[src/rtl/read_stride_fifo_if.sv]
// Configuration, BRAM-read and downstream-stream signals of read_stride_fifo.
interface read_stride_fifo_if #(
  parameter int DATA_WIDTH             = 8,
  parameter int LOG_MAX_ITERS          = 16,
  parameter int LOG_MAX_READS_PER_ITER = 16,
  parameter int LOG_MAX_ADDRESS        = 16
);
  logic                              configure;
  logic [LOG_MAX_ITERS-1:0]          num_iters;
  logic [LOG_MAX_READS_PER_ITER-1:0] num_reads_per_iter;
  logic [LOG_MAX_ADDRESS-1:0]        base_address;
  logic [LOG_MAX_ADDRESS-1:0]        read_stride;
  logic [LOG_MAX_ADDRESS-1:0]        iter_stride;
  logic                              valid_in;
  logic [DATA_WIDTH-1:0]             data_in;
  logic [LOG_MAX_ADDRESS-1:0]        address_out;
  logic                              request;
  logic                              avail_in;
  logic                              valid_out;
  logic [DATA_WIDTH-1:0]             data_out;
  logic                              busy;
  logic                              done;
  logic [31:0]                       stall_count;

  modport master (
    output configure, num_iters, num_reads_per_iter, base_address, read_stride, iter_stride,
    output valid_in, data_in, avail_in,
    input  address_out, request, valid_out, data_out, busy, done, stall_count
  );

  modport slave (
    input  configure, num_iters, num_reads_per_iter, base_address, read_stride, iter_stride,
    input  valid_in, data_in, avail_in,
    output address_out, request, valid_out, data_out, busy, done, stall_count
  );
endinterface

[src/rtl/read_stride_fifo.sv]
// 2-D strided BRAM reader with a credit-throttled return FIFO and busy/done reporting.
// Defining READ_STRIDE_STATS_EN adds the saturating downstream stall counter.
module read_stride_fifo #(
  parameter int    DATA_WIDTH             = 8,
  parameter int    LOG_MAX_ITERS          = 16,
  parameter int    LOG_MAX_READS_PER_ITER = 16,
  parameter int    LOG_MAX_ADDRESS        = 16,
  parameter int    FIFO_DEPTH             = 4,
  parameter int    LOG_FIFO_DEPTH         = 2,
  parameter string TYPE                   = "unspecified"
) (
  input logic               clk,
  input logic               rst,
  read_stride_fifo_if.slave io
);
  typedef enum logic [1:0] {IDLE, RUN, DRAIN, DONE} state_t;

  localparam logic [LOG_FIFO_DEPTH:0]         FULL_CREDITS = (LOG_FIFO_DEPTH+1)'(FIFO_DEPTH);
  localparam logic [LOG_FIFO_DEPTH:0]         PTR_ONE      = (LOG_FIFO_DEPTH+1)'(1);
  localparam logic [LOG_MAX_ITERS-1:0]        ITER_ONE     = LOG_MAX_ITERS'(1);
  localparam logic [LOG_MAX_READS_PER_ITER-1:0] READ_ONE   = LOG_MAX_READS_PER_ITER'(1);

  state_t                            state;
  logic [LOG_MAX_ITERS-1:0]          iters_left;
  logic [LOG_MAX_READS_PER_ITER-1:0] reads_left, reads_cfg;
  logic [LOG_MAX_ADDRESS-1:0]        read_stride_q, iter_stride_q, cur_addr, row_base, address_q;
  logic                              request_q, busy_q, done_q;
  logic [LOG_FIFO_DEPTH:0]           credits, outstanding, wr_ptr, rd_ptr;
  logic [DATA_WIDTH-1:0]             mem [FIFO_DEPTH];
  logic                              empty, full, issue, push, pop, accept;

  assign empty  = (wr_ptr == rd_ptr);
  assign full   = (wr_ptr[LOG_FIFO_DEPTH] != rd_ptr[LOG_FIFO_DEPTH]) &&
                  (wr_ptr[LOG_FIFO_DEPTH-1:0] == rd_ptr[LOG_FIFO_DEPTH-1:0]);
  assign issue  = (state == RUN) && (credits != '0);
  // Returns with nothing outstanding belong to a request issued before reset.
  assign push   = io.valid_in && (outstanding != '0);
  assign pop    = ~empty & io.avail_in;
  assign accept = (state == IDLE) && io.configure;

  assign io.valid_out   = pop;
  assign io.data_out    = mem[rd_ptr[LOG_FIFO_DEPTH-1:0]];
  assign io.request     = request_q;
  assign io.address_out = address_q;
  assign io.busy        = busy_q;
  assign io.done        = done_q;

  always_ff @(posedge clk) begin
    if (push) mem[wr_ptr[LOG_FIFO_DEPTH-1:0]] <= io.data_in;
  end

  always_ff @(posedge clk) begin
    if (rst) begin
      state         <= IDLE;
      request_q     <= 1'b0;
      address_q     <= '0;
      busy_q        <= 1'b0;
      done_q        <= 1'b0;
      credits       <= FULL_CREDITS;
      outstanding   <= '0;
      wr_ptr        <= '0;
      rd_ptr        <= '0;
      iters_left    <= '0;
      reads_left    <= '0;
      reads_cfg     <= '0;
      read_stride_q <= '0;
      iter_stride_q <= '0;
      cur_addr      <= '0;
      row_base      <= '0;
    end else begin
      request_q <= issue;
      done_q    <= 1'b0;
      if (issue) address_q <= cur_addr;
      if (push) wr_ptr <= wr_ptr + PTR_ONE;
      if (pop)  rd_ptr <= rd_ptr + PTR_ONE;
      if (issue && !pop)      credits <= credits - PTR_ONE;
      else if (!issue && pop) credits <= credits + PTR_ONE;
      if (issue && !push)      outstanding <= outstanding + PTR_ONE;
      else if (!issue && push) outstanding <= outstanding - PTR_ONE;

      case (state)
        IDLE: if (accept) begin
          iters_left    <= io.num_iters;
          reads_left    <= io.num_reads_per_iter;
          reads_cfg     <= io.num_reads_per_iter;
          read_stride_q <= io.read_stride;
          iter_stride_q <= io.iter_stride;
          cur_addr      <= io.base_address;
          row_base      <= io.base_address;
          busy_q        <= 1'b1;
          state <= (io.num_iters != '0 && io.num_reads_per_iter != '0) ? RUN : DONE;
        end
        RUN: if (issue) begin
          if (reads_left != READ_ONE) begin
            cur_addr   <= cur_addr + read_stride_q;
            reads_left <= reads_left - READ_ONE;
          end else if (iters_left != ITER_ONE) begin
            row_base   <= row_base + iter_stride_q;
            cur_addr   <= row_base + iter_stride_q;
            reads_left <= reads_cfg;
            iters_left <= iters_left - ITER_ONE;
          end else begin
            state <= DRAIN;
          end
        end
        DRAIN: if (credits == FULL_CREDITS) state <= DONE;
        DONE: begin
          done_q <= 1'b1;
          busy_q <= 1'b0;
          state  <= IDLE;
        end
        default: state <= IDLE;
      endcase
    end
  end

`ifdef READ_STRIDE_STATS_EN
  logic [31:0] stall_q;
  always_ff @(posedge clk) begin
    if (rst)                                                       stall_q <= '0;
    else if (accept)                                               stall_q <= '0;
    else if (busy_q && !empty && !io.avail_in && stall_q != '1)    stall_q <= stall_q + 32'd1;
  end
  assign io.stall_count = stall_q;
`else
  assign io.stall_count = 32'd0;
`endif

`ifndef SYNTHESIS
  always_ff @(posedge clk) begin
    if (!rst && io.configure && state != IDLE)
      $display("%s: configure ignored while busy", TYPE);
    if (!rst)
      assert (!(push && full && !pop)) else $error("%s: return data overflowed the FIFO", TYPE);
  end
`endif
endmodule

[src/flat_wrapper.sv]
// flat-port wrapper written by rule: the top's interface ports become plain ports
module read_stride_fifo_flat 
#(
  parameter int    DATA_WIDTH             = 8,
  parameter int    LOG_MAX_ITERS          = 16,
  parameter int    LOG_MAX_READS_PER_ITER = 16,
  parameter int    LOG_MAX_ADDRESS        = 16,
  parameter int    FIFO_DEPTH             = 4,
  parameter int    LOG_FIFO_DEPTH         = 2,
  parameter string TYPE                   = "           "
)
  (clk, rst, io_configure, io_num_iters, io_num_reads_per_iter, io_base_address, io_read_stride, io_iter_stride, io_valid_in, io_data_in, io_avail_in, io_address_out, io_request, io_valid_out, io_data_out, io_busy, io_done, io_stall_count);
  read_stride_fifo_if #(.DATA_WIDTH(DATA_WIDTH), .LOG_MAX_ITERS(LOG_MAX_ITERS), .LOG_MAX_READS_PER_ITER(LOG_MAX_READS_PER_ITER), .LOG_MAX_ADDRESS(LOG_MAX_ADDRESS)) io_i ();
  input logic clk;
  input logic rst;
  input wire logic [$bits(io_i.configure)-1:0] io_configure;
  input wire logic [$bits(io_i.num_iters)-1:0] io_num_iters;
  input wire logic [$bits(io_i.num_reads_per_iter)-1:0] io_num_reads_per_iter;
  input wire logic [$bits(io_i.base_address)-1:0] io_base_address;
  input wire logic [$bits(io_i.read_stride)-1:0] io_read_stride;
  input wire logic [$bits(io_i.iter_stride)-1:0] io_iter_stride;
  input wire logic [$bits(io_i.valid_in)-1:0] io_valid_in;
  input wire logic [$bits(io_i.data_in)-1:0] io_data_in;
  input wire logic [$bits(io_i.avail_in)-1:0] io_avail_in;
  output wire logic [$bits(io_i.address_out)-1:0] io_address_out;
  output wire logic [$bits(io_i.request)-1:0] io_request;
  output wire logic [$bits(io_i.valid_out)-1:0] io_valid_out;
  output wire logic [$bits(io_i.data_out)-1:0] io_data_out;
  output wire logic [$bits(io_i.busy)-1:0] io_busy;
  output wire logic [$bits(io_i.done)-1:0] io_done;
  output wire logic [$bits(io_i.stall_count)-1:0] io_stall_count;
  assign io_i.configure = io_configure;
  assign io_i.num_iters = io_num_iters;
  assign io_i.num_reads_per_iter = io_num_reads_per_iter;
  assign io_i.base_address = io_base_address;
  assign io_i.read_stride = io_read_stride;
  assign io_i.iter_stride = io_iter_stride;
  assign io_i.valid_in = io_valid_in;
  assign io_i.data_in = io_data_in;
  assign io_i.avail_in = io_avail_in;
  assign io_address_out = io_i.address_out;
  assign io_request = io_i.request;
  assign io_valid_out = io_i.valid_out;
  assign io_data_out = io_i.data_out;
  assign io_busy = io_i.busy;
  assign io_done = io_i.done;
  assign io_stall_count = io_i.stall_count;
  read_stride_fifo #(.DATA_WIDTH(DATA_WIDTH), .LOG_MAX_ITERS(LOG_MAX_ITERS), .LOG_MAX_READS_PER_ITER(LOG_MAX_READS_PER_ITER), .LOG_MAX_ADDRESS(LOG_MAX_ADDRESS), .FIFO_DEPTH(FIFO_DEPTH), .LOG_FIFO_DEPTH(LOG_FIFO_DEPTH), .TYPE(TYPE)) u_core (.clk(clk), .rst(rst), .io(io_i));
endmodule
[config.mk]
export PLATFORM = sky130hd
export DESIGN_NAME = read_stride_fifo_flat
export DESIGN_NICKNAME = d
export VERILOG_FILES = /design/src/rtl/read_stride_fifo_if.sv /design/src/rtl/read_stride_fifo.sv /design/src/flat_wrapper.sv
export SDC_FILE = /design/constraint.sdc
export NUM_CORES = 1
export LEC_CHECK = 0
export BUFFER_PORTS_ARGS = -buffer_cell sky130_fd_sc_hd__buf_4
export CORE_UTILIZATION = 51
export DETAILED_ROUTE_END_ITERATION = 8
export PLACE_DENSITY = 0.74
export SLEW_MARGIN = 20
export SYNTH_ARGS = -nofsm -noshare
export SYNTH_HDL_FRONTEND = slang
export SYNTH_SLANG_ARGS = --single-unit
[constraint.sdc]
create_clock -name clk -period 2.64 [get_ports clk]
set_input_delay 0.528 -clock clk [delete_from_list [all_inputs] [get_ports clk]]
set_output_delay 0.528 -clock clk [all_outputs]
set_load 0.01 [all_outputs]
==> metrics.csv <==
metric,value,unit
first-pass GRT wire length,41690,um
outcome,"complete, no violations",
clock-pin slew on the worst setup and hold paths,0.08,ns
Die Span X,140.3,um
yosys warns,0,
Post-Synth Simple-Gate Area,19.50,%
Setup crit end,u_core.cur_addr[12],
H-Tree Level Count,4,
mux cell area share after synthesis,3.297,%
worst skew pair latency,0.46,ns
worst rel slew slack,48.91,%
R2R setup slack,0.17,ns
share of cells above drive strength 1,18.11,%
worst hold stages,1,
WL final,25960,um
via density per instance,5.716,
"EDFF count, synth",32,
Slew @ Worst Pin,0.7664,ns
nets@finish,1410,
CTS sink count,179,
final RePlAce weighted congestion,0.9430,
CP endpoint kind,flop,
Layout area overhead,17.86,%
crit start category,flop,
Core Box Area,18710,um2
Initial Util,52.14,%
final hold violations,0,
Synth area leaders,"dfxtp_1, edfxtp_1, nand2_1",
P_int,7737,uW
"Seq/Total Area, Yosys",40.03,%
synth unique cells,75,
Setup Skew,0.01833,ns
crit-path max FO,3,
Routed Antenna Nets,0,
largest family of logic cells by synthesized area,compound AO/OA/AOI/OAI gates,
Ant. Diodes,0,
Core Rows,50,
DR WL/cell,17.13,um
Overflow after GRT,0,
Final HPWL DP,18790,um
FF-to-FF path depth,9,
largest net degree at the start of global routing,67,
"Slew Viols, Final",0,
compound-gate portion of the synthesized area,20.28,%
Synth Area in XOR/XNOR,3.682,%
Placed Area,10850,um2
final instance area,11490,um2
Global Route Usage Sum,26.89,%
r2r startpoint,u_core.cur_addr[0],
Synth Flop Type,dfxtp_1,
worst-case clock buffer depth,2,
fin crit share,93.56,%
post-synthesis async set-or-reset flop share,0,%
die area,19680,um2
CTS tree,done,
Worst Path Arrival,2.81,ns
Comb power frac,50.5,%
Placed Instances,1483,
residual DRC count,0,
Finished Layout Cells,1515,
initial DRC count,628,
final hold slack,0.2703,ns
post-route minimum period,2.470,ns
Sw Pwr,6203,uW
initial antenna violation count,0,
synthesized flop and latch total,179,
critical setup path kind,flop to flop,
IO Count,153,
Post-synth top cells,"nand2_1, dfxtp_1, a21oi_1",
number of buffers created by CTS,17,
synthesized cell area,9753,um2
Worst Setup SP,u_core.cur_addr[0],
Peak VDD IR,662.5,uV
Post-Synth Adder-Cell Area,6.594,%
routed vias,8659,
Die Y,140.3,um
CTS Hold Bufs,0,
fmax,404.9,MHz
final setup violation count,0,
Hold/Removal Path Class,input pin to flop,
syn avg cell area,8.466,um2
Clock power frac,19.4,%
switch share,44.50,%
max-cap violation count,0,
share of the synthesized area in the top cell type,30.17,%
"count leader, synth",nand2_1,
Pwr Density,1213,nW/um2
worst endpoint required time,2.98,ns
port bufs,120,
Mapped Cells,1152,
CTS root buffer,clkbuf_16,
vias in the first global route,8156,
First-pass DRT Iterations,5,
cell taking the most area after synthesis,dfxtp_1,
sequential fraction of design power,30.1,%
Critical R2R Capture,u_core.cur_addr[12],
leakage power total,0.004760,uW
-- critical path, cell delays in order (launching register included) --
cell and delay (ns):
dfxtp_1 0.33, ha_1 0.24, fa_1 0.47, a21oi_2 0.17, o21ai_0 0.16, a21o_1 0.24
a311oi_2 0.25, xnor2_1 0.12, a221oi_1 0.28, a21oi_1 0.10
-- area by class of cell --
| class | count | area, um2 |
|---|---|---|
| clock buffers | 17 | 425.4 |
| clock inverters | 15 | 207.7 |
| fillers | 1678 | 7211 |
| flip-flops and latches | 179 | 3904 |
| repair buffers | 162 | 1229 |
| well taps | 234 | 292.8 |
| multi-input cells | 885 | 5349 |
| inverters | 23 | 87.58 |
-- power by group through the flow --
stage	logic, uW	clock network (uW)	registers (uW)
after floorplan	5200	0	4030
after global placement	6800	0	4220
after detailed placement	6920	0	4240
after CTS	6980	2730	4190
after global routing	7780	2840	4280
final	7040	2700	4200
-- registers in the layout (all words and copies together), names as in the netlist, 16 cells and up, named ones only --
| register | cells |
|---|---|
| u_core.cur_addr | 16 |
| u_core.io.address_out | 16 |
| u_core.iter_stride_q | 16 |
| u_core.iters_left | 16 |
| u_core.mem | 32 |
| u_core.read_stride_q | 16 |
| u_core.reads_cfg | 16 |
| u_core.reads_left | 16 |
| u_core.row_base | 16 |
-- per-stage QoR --
stage          power [uW]  worst slack (ns)  TNS [ns]  utilization, %
2_1_floorplan        9232           0.06053         0               -
3_3_place_gp        11020            0.2177         0           57.99
3_5_place_dp        11160            0.1608         0           57.99
4_1_cts             13900            0.1189         0           61.38
5_1_grt             14900          -0.02236  -0.04287           61.45
6_report            13940            0.1700         0           61.45
-- routing by layer --
metal / up-vias / wire (um) / global-route usage (%)
met3: 49 / 1554 / 4.615
met5: - / 0 / 0
li1: 4260 / - / -
met4: 0 / 642 / 10.01
met1: 4077 / 11550 / 35.22
met2: 273 / 12210 / 44.45
-- kinds of logic (layout without fill, tap and decap cells) --
family	Yosys count	in the layout
AOI/OAI and AO/OA	320	320
xor gates and xnor gates	41	41
other	1	32
DFF	179	179
and+or+nand+nor	421	421
adders and majority gates	49	49
buffers and inverters	119	217
muxes	22	22
-- cell usage in the layout (no fill, tap or decap), types with 4 or more instances in the layout --
cell type and n:
nand2_1 216, buf_4 161, dfxtp_1 147, a21oi_1 138, nor2_1 85, o21ai_0 53, ha_1 44, conb_1 32
edfxtp_1 32, xor2_1 23, inv_1 22, nand3_1 21, o211ai_1 19, xnor2_1 18, nor3_1 17, clkbuf_16 17
nor4_1 16, a211oi_1 15, mux2i_1 13, nor2b_1 12, a21o_1 11, a31oi_1 11, o21ai_1 10, or3_1 9
nand4_1 9, mux4_2 8, and2_1 8, nand2b_1 7, a22oi_1 7, o31ai_1 6, a211oi_2 5, fa_1 4
inv_8 4
-- how the worst min path moves through the flow --
| stage | start | end | slack (ns) |
|---|---|---|---|
| after floorplan | u_core.reads_cfg[9] | u_core.reads_cfg[9] | 0.44 |
| after global placement | u_core.reads_cfg[6] | u_core.reads_cfg[6] | 0.44 |
| after detailed placement | u_core.reads_cfg[6] | u_core.reads_cfg[6] | 0.45 |
| after CTS | io_data_in[0] | u_core.mem[1][0] | 0.26 |
| after global routing | io_data_in[0] | u_core.mem[1][0] | 0.26 |
| final | io_data_in[0] | u_core.mem[0][0] | 0.27 |
-- what timing repair did --
item,CTS,global route
gates resized for setup,0,3
setup endpoints to repair,0,3
buffers inserted,0,0
No activity file was read; power rests on OpenSTA's default activity.
